--- src/rtl/ddf_pkg.sv ---
// Shared helpers for the multi-flux PICK actor: token field extraction,
// selector width and the flattened (port, flux) bus index.
package ddf_pkg;

    function automatic int unsigned sel_width(input int unsigned ports);
        return (ports > 1) ? $clog2(ports) : 1;
    endfunction

    function automatic int unsigned flat_idx(input int unsigned p, input int unsigned f,
                                             input int unsigned flux);
        return p * flux + f;
    endfunction

    function automatic logic [31:0] tag_of(input logic [63:0] tok, input int unsigned dw,
                                           input int unsigned tw);
        return 32'((tok >> dw) & ((64'd1 << tw) - 64'd1));
    endfunction

    // Low-order field of a token; also used to pull the selector out of a control payload.
    function automatic logic [63:0] payload_of(input logic [63:0] tok, input int unsigned dw);
        return tok & ((64'd1 << dw) - 64'd1);
    endfunction

endpackage

--- src/rtl/ddf_sync_fifo.sv ---
// Single-clock FIFO; a push while full is accepted only when the same cycle pops.
module ddf_sync_fifo #(
    parameter int WIDTH = 8,
    parameter int DEPTH = 4
) (
    input  logic             clk,
    input  logic             rst,
    input  logic             push,
    input  logic             pop,
    input  logic [WIDTH-1:0] din,
    output logic             full,
    output logic             empty,
    output logic [WIDTH-1:0] dout
);
    localparam int AW = $clog2(DEPTH);

    logic [WIDTH-1:0] mem [DEPTH];
    logic [AW-1:0]    wr_ptr;
    logic [AW-1:0]    rd_ptr;
    logic [AW:0]      cnt;
    logic             do_push;
    logic             do_pop;

    assign full    = (cnt == (AW+1)'(DEPTH));
    assign empty   = (cnt == '0);
    assign dout    = mem[rd_ptr];
    assign do_pop  = pop && !empty;
    assign do_push = push && (!full || do_pop);

    always_ff @(posedge clk) begin
        if (rst) begin
            wr_ptr <= '0;
            rd_ptr <= '0;
            cnt    <= '0;
        end else begin
            if (do_push) wr_ptr <= wr_ptr + 1'b1;
            if (do_pop)  rd_ptr <= rd_ptr + 1'b1;
            cnt <= cnt + {{AW{1'b0}}, do_push} - {{AW{1'b0}}, do_pop};
        end
    end

    always_ff @(posedge clk) begin
        if (do_push) mem[wr_ptr] <= din;
    end

endmodule

--- src/rtl/ddf_pick_mflux.sv ---
// Multi-flux dynamic-dataflow PICK: per-flux control tokens choose which data
// port supplies the next token; ready fluxes share the output round-robin.
module ddf_pick_mflux
    import ddf_pkg::*;
#(
    parameter int DATA_WIDTH = 8,
    parameter int FLUX       = 2,
    parameter int PORTS      = 2,
    parameter int DEPTH      = 4,
    parameter int TAG_WIDTH  = $clog2(FLUX),
    parameter int WIDTH      = DATA_WIDTH + TAG_WIDTH
) (
    input  logic                   clk,
    input  logic                   rst,
    input  logic [PORTS-1:0]       in_port_write,
    input  logic [PORTS*WIDTH-1:0] in_port_datain,
    output logic [PORTS*FLUX-1:0]  in_port_full,
    input  logic                   in_port_write_nda,
    input  logic [WIDTH-1:0]       in_port_datain_nda,
    output logic [FLUX-1:0]        in_port_full_nda,
    input  logic                   out_port_full,
    output logic                   out_port_write,
    output logic [WIDTH-1:0]       out_port_dataout,
    output logic                   err_sel
);
    localparam int SW = int'(sel_width(PORTS));
    localparam int NQ = PORTS * FLUX;

    logic [NQ-1:0]         d_push, d_pop, d_full, d_empty;
    logic [DATA_WIDTH-1:0] d_dout [NQ];
    logic [FLUX-1:0]       c_push, c_pop, c_full, c_empty;
    logic [DATA_WIDTH-1:0] c_dout [FLUX];
    logic [DATA_WIDTH-1:0] port_pay [PORTS];
    logic [DATA_WIDTH-1:0] nda_pay;

    logic [SW-1:0]         sel [FLUX];
    logic [FLUX-1:0]       sel_ok, ready, bad;
    logic [TAG_WIDTH-1:0]  rr, win, cand;
    logic                  fire;

    assign nda_pay          = DATA_WIDTH'(payload_of(64'(in_port_datain_nda), DATA_WIDTH));
    assign in_port_full     = d_full;
    assign in_port_full_nda = c_full;

    // Route incoming tokens by tag; tags >= FLUX match no FIFO and are dropped.
    always_comb begin
        d_push = '0;
        c_push = '0;
        for (int p = 0; p < PORTS; p++) begin
            for (int f = 0; f < FLUX; f++) begin
                if (in_port_write[p] &&
                    tag_of(64'(in_port_datain[p*WIDTH +: WIDTH]), DATA_WIDTH, TAG_WIDTH) == 32'(f))
                    d_push[flat_idx(p, f, FLUX)] = 1'b1;
            end
        end
        for (int f = 0; f < FLUX; f++) begin
            if (in_port_write_nda &&
                tag_of(64'(in_port_datain_nda), DATA_WIDTH, TAG_WIDTH) == 32'(f))
                c_push[f] = 1'b1;
        end
    end

    for (genvar p = 0; p < PORTS; p++) begin : g_port
        assign port_pay[p] = DATA_WIDTH'(payload_of(64'(in_port_datain[p*WIDTH +: WIDTH]), DATA_WIDTH));
        for (genvar f = 0; f < FLUX; f++) begin : g_flux
            localparam int Q = int'(flat_idx(p, f, FLUX));
            ddf_sync_fifo #(.WIDTH(DATA_WIDTH), .DEPTH(DEPTH)) u_dfifo (
                .clk   (clk),
                .rst   (rst),
                .push  (d_push[Q]),
                .pop   (d_pop[Q]),
                .din   (port_pay[p]),
                .full  (d_full[Q]),
                .empty (d_empty[Q]),
                .dout  (d_dout[Q])
            );
        end
    end

    for (genvar f = 0; f < FLUX; f++) begin : g_ctrl
        ddf_sync_fifo #(.WIDTH(DATA_WIDTH), .DEPTH(DEPTH)) u_cfifo (
            .clk   (clk),
            .rst   (rst),
            .push  (c_push[f]),
            .pop   (c_pop[f]),
            .din   (nda_pay),
            .full  (c_full[f]),
            .empty (c_empty[f]),
            .dout  (c_dout[f])
        );
        assign sel[f]    = SW'(payload_of(64'(c_dout[f]), SW));
        assign sel_ok[f] = 32'(sel[f]) < 32'(PORTS);
        assign ready[f]  = !c_empty[f] && sel_ok[f] && !out_port_full &&
                           !d_empty[flat_idx(sel_ok[f] ? 32'(sel[f]) : 32'd0, f, FLUX)];
        assign bad[f]    = !c_empty[f] && !sel_ok[f] && !out_port_full;
    end

    // Decision stage: first ready flux at or after rr wins; bad selectors drain in parallel.
    always_comb begin
        fire  = 1'b0;
        win   = '0;
        cand  = '0;
        d_pop = '0;
        c_pop = bad;
        for (int i = 0; i < FLUX; i++) begin
            cand = TAG_WIDTH'((int'(rr) + i) % FLUX);
            if (!fire && ready[cand]) begin
                fire = 1'b1;
                win  = cand;
            end
        end
        if (fire) begin
            c_pop[win] = 1'b1;
            d_pop[flat_idx(32'(sel[win]), 32'(win), FLUX)] = 1'b1;
        end
    end

    // Output stage
    always_ff @(posedge clk) begin
        if (rst) begin
            rr               <= '0;
            out_port_write   <= 1'b0;
            out_port_dataout <= '0;
            err_sel          <= 1'b0;
        end else begin
            out_port_write <= fire;
            if (fire) begin
                out_port_dataout <= {win, d_dout[flat_idx(32'(sel[win]), 32'(win), FLUX)]};
                rr               <= TAG_WIDTH'((int'(win) + 1) % FLUX);
            end
            if (|bad) err_sel <= 1'b1;
        end
    end

endmodule

--- config.mk ---
export PLATFORM = sky130hd
export DESIGN_NAME = ddf_pick_mflux
export DESIGN_NICKNAME = d
export VERILOG_FILES = /design/src/rtl/ddf_pkg.sv /design/src/rtl/ddf_sync_fifo.sv /design/src/rtl/ddf_pick_mflux.sv
export SDC_FILE = /design/constraint.sdc
export NUM_CORES = 1
export LEC_CHECK = 0
export ABC_CLOCK_PERIOD_IN_PS = 6500
export BUFFER_PORTS_ARGS = -buffer_cell sky130_fd_sc_hd__buf_2
export CORE_UTILIZATION = 60
export CTS_CLUSTER_DIAMETER = 40
export DETAILED_ROUTE_END_ITERATION = 10
export PLACE_DENSITY = 0.76
export SKIP_LAST_GASP = 1
export SLEW_MARGIN = 20
export SYNTH_ARGS = -nofsm -noshare
export SYNTH_HDL_FRONTEND = slang
export SYNTH_SLANG_ARGS = --single-unit
--- constraint.sdc ---
create_clock -name clk -period 6.5 [get_ports clk]
set_input_delay 0.325 -clock clk [delete_from_list [all_inputs] [get_ports clk]]
set_output_delay 0.325 -clock clk [all_outputs]
set_load 0.03 [all_outputs]
==> summary.txt <==
Status
  – Outcome: completed

Route
  – Vias/cell: 5.69
  – Vias post-DR: 4,640
  – Final wirelength: 15,300 um
  – WL/cell: 18.7 um
  – # DRC: 0
  – Routed Antenna Nets: 0
  – Initial DRC count: 328
  – DR pass1 iterations: 5

Pwr
  – Fraction of power consumed by sequential logic: 44.1%
  – Peak supply drop: 242 uV
  – Power density cells: 366 nW/um2
  – Leakage: 3.56 nW
  – Post-route total power: 3.55 mW
  – Net switching fraction of the power: 28.5%
  – Comb pwr share: 17.7%
  – Clk network pwr share: 38.2%
  – P_int: 2.54 mW
  – Sw Pwr: 1.01 mW

Yosys
  – Area leader, netlist: edfxtp_1
  – Syn_nets: 647
  – Syn. warnings: 0
  – Post-synth EDFFs: 136
  – Post-synth ARST share: 0%
  – Post-synth cell types: 42
  – Count leader, synth: edfxtp_1
  – Top area cells in the synthesized netlist: edfxtp_1, dfxtp_1, mux4_2
  – Mapped Cells: 572
  – Post-synth top cells: edfxtp_1, dfxtp_1, inv_1
  – Avg Cell Area, Syn: 14.9 um2
  – Yosys reg bits: 201
  – Post-synth top area share: 47.8%
  – Sequential-to-total area share from yosys stat: 63.0%
  – Post-synthesis cell area: 8550 um2
  – Main synth FF type: edfxtp_1

Clock tree
  – TritonCTS clock tree: done
  – H-tree Lvls: 1
  – Clock sinks: 201
  – Clock tree buffer depth: 3
  – Clock transition at the registers of the reported paths: 0.06 ns
  – CTS Buf Count: 27
  – Hold_buf cts: 0
  – Setup bufs post-CTS: 0
  – Worst skew pair latency: 0.51 ns
  – Resize count post-CTS: 0
  – CTS root buf: clkbuf_16

Placed design
  – Dpl hpwl: 10,600 um
  – Routability Congestion: 0.805
  – PortBufs: 41
  – Dpl cells: 765

Floorplan
  – Die Y: 121 um
  – Initial core utilization: 61.6%
  – Die Area: 14,700 um2
  – Io pins: 50
  – Core area: 13,900 um2
  – Row count: 43
  – Die W: 121 um

STA
  – Final Hold Viols: 0
  – Final worst-path cycle share: 54.9%
  – Final hold slack: 0.0882 ns
  – Final Max Slew Viols: 0
  – Period minus WS final: 3.57 ns
  – # setup viols final: 0
  – Setup TNS: 0 ns
  – Unrepaired setup endpoints after global routing: false
  – Fmax: 280 MHz
  – Slew of the pin with the lowest slew margin: 1.02 ns
  – Slew headroom: 31.6%
  – Worst clock skew: 0.00701 ns

Layout
  – Multi-input logic area: 2870 um2
  – Fin nets: 690
  – FF/Latch Area: 5390 um2
  – Share of layout cells above drive strength 1: 23.0%
  – ANT cells: 0
  – Filler cells: 913
  – Post-route insts no fill: 815
  – Layout area overhead: 13.4%
  – Util after Layout: 69.8%

Setup path
  – Setup CP Type: reg2reg
  – Crit-path max FO: 15
  – Reg2Reg Setup Slack: 2.93 ns
  – WP data required: 6.87 ns
  – Worst path arrival time: 3.94 ns
  – Startpoint types: register
  – Kind of end point of the critical path: register

Global route
  – Vias in the first global route: 4,707
  – First-pass GRT wire length: 24,200 um
  – Gr usage total: 21.7%
  – GR Overflow Total: 0
  – Initial antenna violation count: 0
  – Largest net degree at the start of global routing: 70

Min path
  – Worst Hold Class: in2reg

Flow run
  – Max_cap viols: 0
cell families (layout without fill, tap and decap cells):
kind of cell | count (synthesis) | in the layout | share of synthesized area [%]
flops | 201 | 201 | 63.0
simple gates | 127 | 127 | 7.92
mux | 68 | 68 | 13.2
buf+inv | 67 | 130 | 3.44
compound gates | 49 | 49 | 3.98
fa+ha+maj | 42 | 42 | 6.67
xor+xnor | 17 | 17 | 1.74
other cells | 1 | 1 | 0.0439
critical path, stage by stage, from the launching register on:
cell and delay, ns:
edfxtp_1 0.38, mux4_2 0.70, mux2_4 0.43, o211ai_1 0.54
inv_1 0.10, ha_1 0.31, inv_1 0.06, ha_1 0.13
inv_1 0.05, fa_1 0.37, xor2_1 0.16, xnor2_1 0.13
nor2_1 0.06
registers in the layout, indices dropped and copies added (netlist names), named ones only:
name	count
g_port.g_flux.u_dfifo.cnt	12
g_port.g_flux.u_dfifo.wr_ptr	8
out_port_write	1
g_port.g_flux.u_dfifo.mem	128
g_port.g_flux.u_dfifo.rd_ptr	8
g_ctrl.u_cfifo.mem	8
out_port_dataout	9
rr	1
g_ctrl.u_cfifo.wr_ptr	4
g_ctrl.u_cfifo.cnt	6
g_ctrl.u_cfifo.rd_ptr	4
metal layers:
| layer | up-vias | part of all wire (%) | global-route usage [%] |
|---|---|---|---|
| met5 | - | 0 | 0 |
| met4 | 0 | 2.4 | 6.87 |
| met3 | 32 | 4.9 | 3.71 |
| met2 | 98 | 51 | 37.0 |
| met1 | 2320 | 42 | 28.4 |
| li1 | 2190 | - | - |
cells in the final DEF, fill, tap and decap left out, types with 2 or more instances in the layout:
cell / count
and2_1: 24
xnor2_1: 8
nor3b_1: 5
mux4_2: 34
a221o_1: 8
inv_1: 38
mux2_2: 15
clkbuf_16: 27
mux2i_1: 18
nor3_1: 16
buf_2: 41
ha_1: 36
xor2_1: 9
nor2_1: 35
nand3_1: 5
nor4b_1: 2
clkinv_2: 3
inv_6: 4
o2111ai_1: 2
a21oi_1: 18
a21o_1: 2
a21bo_2: 2
or3_1: 9
inv_8: 2
or3b_2: 2
o211ai_1: 5
inv_4: 2
dfxtp_1: 65
nand2b_1: 9
buf_4: 2
clkbuf_1: 2
nor2b_1: 7
nand2_1: 9
fa_1: 6
edfxtp_1: 136
clkinv_4: 4
o21ai_0: 9
path summary, 6_finish.rpt:
kind	to	depth (start not counted)	start
worst max-delay path	g_ctrl[1].u_cfifo.cnt[2]	12	g_ctrl[0].u_cfifo.mem[3][0]
worst max register to register	g_ctrl[1].u_cfifo.cnt[2]	12	g_ctrl[0].u_cfifo.mem[3][0]
worst min-delay path	g_port[0].g_flux[1].u_dfifo.mem[3][4]	1	in_port_datain[4]
worst min register to register	out_port_dataout[8]	2	out_port_dataout[8]
power groups by stage:
stage               clock network (mW)  registers [mW]  logic [mW]
floorplan                            0            1.59       0.472
global placement                     0            1.58       0.596
detailed placement                   0            1.59       0.624
CTS                               1.38            1.57       0.630
global route                      1.43            1.58       0.694
finish                            1.36            1.57       0.629
metrics by stage:
stage	setup slack [ns]	instance area, um2
6_report	2.93	9690
5_1_grt	2.74	9690
4_1_cts	2.48	9690
3_5_place_dp	2.50	8840
3_3_place_gp	2.58	8840
2_1_floorplan	3.27	8550
area by class of cell:
| class | count | area share, % |
|---|---|---|
| clock inverter | 18 | 1.52 |
| multi-input combinational | 304 | 29.6 |
| sequential | 201 | 55.6 |
| tap | 180 | 2.32 |
| inverter | 38 | 1.47 |
| clock buffer | 31 | 7.24 |
| timing repair buffer | 43 | 2.27 |
Power figures use the tool's default switching activity.
